===== src/rtl/dmem_arbiter.sv =====
// dmem_arbiter: shares one single-port data memory between the pipeline's
// Memory stage (CPU) and a secondary requester (DMA: loader / debug port).
//
// The CPU normally has strict priority and is served combinationally in the
// same cycle. The DMA side uses a valid/ready handshake, and read data comes
// back registered with a one-cycle dma_rvalid pulse.
//
// Optional feature, macro DMEM_ARB_STARVE_EN:
//   defined   - a 4-bit starvation counter and a one-cycle FORCE state. After
//               STARVE_MAX consecutive refused DMA cycles, the DMA access is
//               granted once and the CPU is stalled for that one cycle.
//   undefined - strict CPU priority with no counter and no FORCE state.
//               cpu_stall is held at 0, and the DMA may starve.
module dmem_arbiter #(
    parameter int ADDR_W     = 32,
    parameter int DATA_W     = 32,
    parameter int STARVE_MAX = 4
) (
    input  logic              clk,
    input  logic              rst,
    input  logic              cpu_req,
    input  logic              cpu_we,
    input  logic [ADDR_W-1:0] cpu_addr,
    input  logic [DATA_W-1:0] cpu_wdata,
    output logic [DATA_W-1:0] cpu_rdata,
    output logic              cpu_stall,
    input  logic              dma_valid,
    input  logic              dma_we,
    input  logic [ADDR_W-1:0] dma_addr,
    input  logic [DATA_W-1:0] dma_wdata,
    output logic              dma_ready,
    output logic [DATA_W-1:0] dma_rdata,
    output logic              dma_rvalid,
    output logic              mem_we,
    output logic [ADDR_W-1:0] mem_addr,
    output logic [DATA_W-1:0] mem_wdata,
    input  logic [DATA_W-1:0] mem_rdata
);

    logic grant_cpu;
    logic grant_dma;
    logic force_grant;

`ifdef DMEM_ARB_STARVE_EN
    localparam logic [0:0] ST_NORMAL  = 1'b0;
    localparam logic [0:0] ST_FORCE   = 1'b1;
    localparam logic [3:0] STARVE_LIM = 4'(STARVE_MAX);

    logic [0:0] state;
    logic [3:0] starve_cnt;
    logic       refused;
    logic       starve_hit;

    // A forced DMA grant only happens when a DMA access is actually waiting.
    // With no DMA access pending, the FORCE cycle behaves like a NORMAL cycle.
    assign force_grant = rst && (state == ST_FORCE) && dma_valid;
    assign refused     = dma_valid && !dma_ready;
    assign starve_hit  = refused && ((starve_cnt + 4'd1) == STARVE_LIM);

    // FORCE lasts exactly one cycle. That keeps cpu_stall from ever being high
    // on two cycles in a row and hands priority straight back to the CPU.
    always_ff @(posedge clk) begin
        if (!rst) begin
            state <= ST_NORMAL;
        end else if (state == ST_FORCE) begin
            state <= ST_NORMAL;
        end else if (starve_hit) begin
            state <= ST_FORCE;
        end
    end

    // Counts consecutive refused DMA cycles. The count restarts whenever the
    // DMA is granted or the DMA access is withdrawn.
    always_ff @(posedge clk) begin
        if (!rst) begin
            starve_cnt <= '0;
        end else if (refused) begin
            starve_cnt <= starve_cnt + 4'd1;
        end else begin
            starve_cnt <= '0;
        end
    end
`else
    // Without the starvation guard the FORCE path does not exist.
    // STARVE_MAX is kept only so the parameter list is the same in both builds.
    logic unused_starve_max;
    assign force_grant       = 1'b0;
    assign unused_starve_max = ^STARVE_MAX;
`endif

    // Nobody owns the memory while reset is asserted.
    assign grant_cpu = rst && cpu_req && !force_grant;
    assign grant_dma = rst && dma_valid && (force_grant || !cpu_req);

    // Memory port mux and handshake outputs. When there is no owner the
    // memory port is driven to all zeros.
    always_comb begin
        mem_we    = 1'b0;
        mem_addr  = '0;
        mem_wdata = '0;
        cpu_rdata = '0;
        if (grant_cpu) begin
            mem_we    = cpu_we;
            mem_addr  = cpu_addr;
            mem_wdata = cpu_wdata;
            cpu_rdata = mem_rdata;
        end else if (grant_dma) begin
            mem_we    = dma_we;
            mem_addr  = dma_addr;
            mem_wdata = dma_wdata;
        end
        dma_ready = grant_dma;
        cpu_stall = force_grant && cpu_req;
    end

    // DMA read data is captured at the edge that ends the grant cycle.
    // dma_rdata keeps its last value between pulses, and reset drops any
    // pending pulse.
    always_ff @(posedge clk) begin
        if (!rst) begin
            dma_rvalid <= 1'b0;
            dma_rdata  <= '0;
        end else begin
            dma_rvalid <= grant_dma && !dma_we;
            if (grant_dma && !dma_we) begin
                dma_rdata <= mem_rdata;
            end
        end
    end

endmodule


===== config.mk =====
export PLATFORM = sky130hd
export DESIGN_NAME = dmem_arbiter
export DESIGN_NICKNAME = d
export VERILOG_FILES = /design/src/rtl/dmem_arbiter.sv
export SDC_FILE = /design/constraint.sdc
export NUM_CORES = 1
export LEC_CHECK = 0
export ABC_AREA = 1
export BUFFER_PORTS_ARGS = -buffer_cell sky130_fd_sc_hd__buf_2
export CORE_AREA = 2 2 116 118
export CTS_BUF_LIST = sky130_fd_sc_hd__clkbuf_8
export DETAILED_ROUTE_END_ITERATION = 12
export DIE_AREA = 0 0 118 120
export PLACE_DENSITY = 0.56
export SYNTH_ARGS = -nofsm -noshare
export SYNTH_HDL_FRONTEND = slang
export SYNTH_SLANG_ARGS = --single-unit

===== constraint.sdc =====
create_clock -name clk -period 1.2 [get_ports clk]
set_input_delay 0.12 -clock clk [delete_from_list [all_inputs] [get_ports clk]]
set_output_delay 0.12 -clock clk [all_outputs]
set_load 0.1 [all_outputs]

==> results.json <==
{
  "synth.top_cell.area_share": 0.327,
  "synth_compound_area_frac": 0.00193,
  "synth_edf_count": 0,
  "start_kind": "register",
  "gp_congestion": 0.776,
  "skew_ps": 0,
  "ys_top_cells_by_area": "nand2_1, dfxtp_1, nand3_1",
  "fin_crit_ps": 1160,
  "min_path_type": "in -> reg",
  "cp.buffers_inverters": 1,
  "hold_violations": 0,
  "peakVddDrop_uv": 329,
  "core_um2": 13000,
  "met2_usage": 0.338,
  "met1_usage": 0.184,
  "async_reset_ff_frac": 0,
  "crit_family": "buffers and inverters",
  "netlist_area_um2": 2590,
  "drt-vias-per-instance": 4.19,
  "drive_gt1_frac": 0.619,
  "drt-total-wl_um": 13100,
  "synthXorXnorAreaFrac": 0,
  "cts_max_path_buffers": 2,
  "finalNonFillerCells": 970,
  "clkPwrFrac": 0.147,
  "finalSetupViolCount": 0,
  "wl_per_cell_um": 13.5,
  "initial_utilization": 0.200,
  "placed_area_um2": 6830,
  "comb_power_share": 0.644,
  "ys_warn_count": 0,
  "cap_violations": 0,
  "grt-ovfl-total": 0,
  "drt-initial-drc-count": 156,
  "fp-row-count": 42,
  "syn-num-nets": 664,
  "synth-main-ff-cell": "dfxtp_1",
  "postSynthCellCount": 498,
  "synth_top_family_by_area": "simple AND/OR/NAND/NOR gates",
  "grt_usage": 0.176,
  "die_x_um": 118,
  "use_met3": 0.0485,
  "synthTopCellsByCount": "nand2_1, nand3_1, inv_1",
  "clk_latency_ps": 280,
  "fmax_mhz": 860,
  "numCtsBuffers": 5,
  "grt_max_degree": 34,
  "grt_setup_unrepaired": "true",
  "top_usage_layer": "met2",
  "fin_area_um2": 7220,
  "num_io_pins": 298,
  "antenna_found_initial": 1,
  "dieArea_um2": 14200,
  "ys_seq_area_frac": 0.255,
  "synth_area_leader_cell": "nand2_1",
  "fp.dieH_um": 120,
  "slowest_stage": "buf_2",
  "slowest_delay_ps": 430,
  "p_leak_nw": 3.78,
  "syn_avg_cell_area_um2": 5.21,
  "synth_seq_cells": 33,
  "nets": 958,
  "yosys.area_share.adder": 0,
  "crit_path_max_fanout": 2,
  "final-max-slew-violation-count": 0,
  "timing.final.crit_share": 0.969,
  "p_switching_w": 0.00281,
  "synthSimpleGateAreaFrac": 0.570,
  "grt_pass1_vias": 4029,
  "worst_setup_path_end_kind": "output pin",
  "cts_sinks": 33,
  "yosys.cell_count.top_type": "nand2_1",
  "drc": 0,
  "power.density_nw_per_um2": 775,
  "portBuffers": 296,
  "postRouteAntennaNets": 0,
  "dp.cells": 952,
  "detailed_place_hpwl_um": 10300,
  "ys_types": 15,
  "switching_share": 0.502,
  "critical_path_class": "reg -> out",
  "outcome": "completed",
  "h-tree-depth": 2,
  "cts-root-buf": "clkbuf_8",
  "required_ps": 1080,
  "synth_mux_area_frac": 0,
  "power.internal_w": 0.00279,
  "routed-via-count": 4062,
  "grt_first_pass_wirelength_um": 20400,
  "area_delta_synth_final_pct": 178,
  "cp_cell_sequence": "buf_2",
  "p_seq_frac": 0.208,
  "arrival_ps": 1040,
  "clk_pin_slew_ps": 80,
  "drt-pass1-iter-count": 6,
  "cts_tree": "built"
}
[cell usage in the layout, fill, tap and decap left out]
master	Yosys	routed
nand3_1	97	97
buf_8	0	3
clkinv_2	0	2
nand2_4	0	62
o21ai_4	0	1
clkbuf_4	0	1
clkbuf_8	0	5
nand2_1	226	136
conb_1	1	1
buf_2	11	183
bufbuf_16	0	1
clkinvlp_4	0	1
inv_1	65	65
buf_12	0	117
nand2_2	1	19
nand3b_1	1	1
dfxtp_1	33	1
buf_6	1	2
clkinv_1	1	1
nor2_4	1	31
nand2_8	0	10
dfxtp_2	0	32
buf_4	8	16
buf_16	0	1
diode_2	0	1
nor2_2	0	2
clkbuf_16	0	2
[per-layer routing]
layer	up-vias	part of all wire
met4	0	0.017
met1	1796	0.36
li1	2078	-
met3	17	0.076
met5	-	0
met2	171	0.55
[timing repair]
item | CTS | global route
pin swaps | 1 | 2
setup buffers | 3 | 1
setup endpoints to repair | 47 | 86
resized for setup | 28 | 16
gates cloned | 3 | 3
hold buffers | 0 | 0
[worst reg2reg max path, cell delays in order (launching register included)]
cell and delay (ps):
dfxtp_2 340, nand2_1 50, inv_1 40, nand2_1 50, nand2_1 50
[state kept, by name, indices dropped and copies added, names as in the netlist]
name        count
dma_rvalid      1
dma_rdata      32
[worst paths after layout]
path	cells after the start	slack, ps	from	to
worst max-delay path	1	40	dma_rdata[13]$_SDFFE_PN0P_	dma_rdata[13]
worst min register to register	4	510	dma_rdata[6]$_SDFFE_PN0P_	dma_rdata[6]$_SDFFE_PN0P_
worst min-delay path	3	70	mem_rdata[6]	dma_rdata[6]$_SDFFE_PN0P_
worst max register to register	4	570	dma_rdata[10]$_SDFFE_PN0P_	dma_rdata[10]$_SDFFE_PN0P_
[layout make-up]
type	count	area, um^2
clock inverter	3	17.5
timing repair buffer	326	3560
inverter	66	248
tap	176	220
clock buffer	5	68.8
multi-input combinational	360	2400
sequential	33	701
antenna	1	2.50
fill	1241	5760
[power groups by stage]
stage	clock network, W	logic, W	registers, W
after floorplan	0	0.00195	0.00147
after global placement	0	0.00351	0.00119
after detailed placement	0	0.00352	0.00119
after CTS	0.000860	0.00360	0.00117
after global routing	0.000925	0.00374	0.00117
final	0.000824	0.00361	0.00117
[kinds of logic (layout without fill, tap and decap cells)]
logic type,after synthesis,count (layout)
other,1,2
buffers and inverters,105,400
AOI/OAI and AO/OA,1,1
DFF,33,33
and+or+nand+nor,358,358
[through the flow]
stage | hold slack, ps | worst slack [ps] | power, W | setup TNS (ps) | util
finish | 73.3 | 37.2 | 0.00560 | 0 | 0.556
detailed placement | 364 | -78.2 | 0.00472 | -1130 | 0.526
CTS | 60.9 | -21.2 | 0.00563 | -249 | 0.548
global route | 76.7 | -34.6 | 0.00584 | -624 | 0.556
global placement | 360 | -68.5 | 0.00470 | -752 | 0.526
floorplan | 258 | -81.7 | 0.00342 | -1680 | -
(Power assumes the default switching activity.)
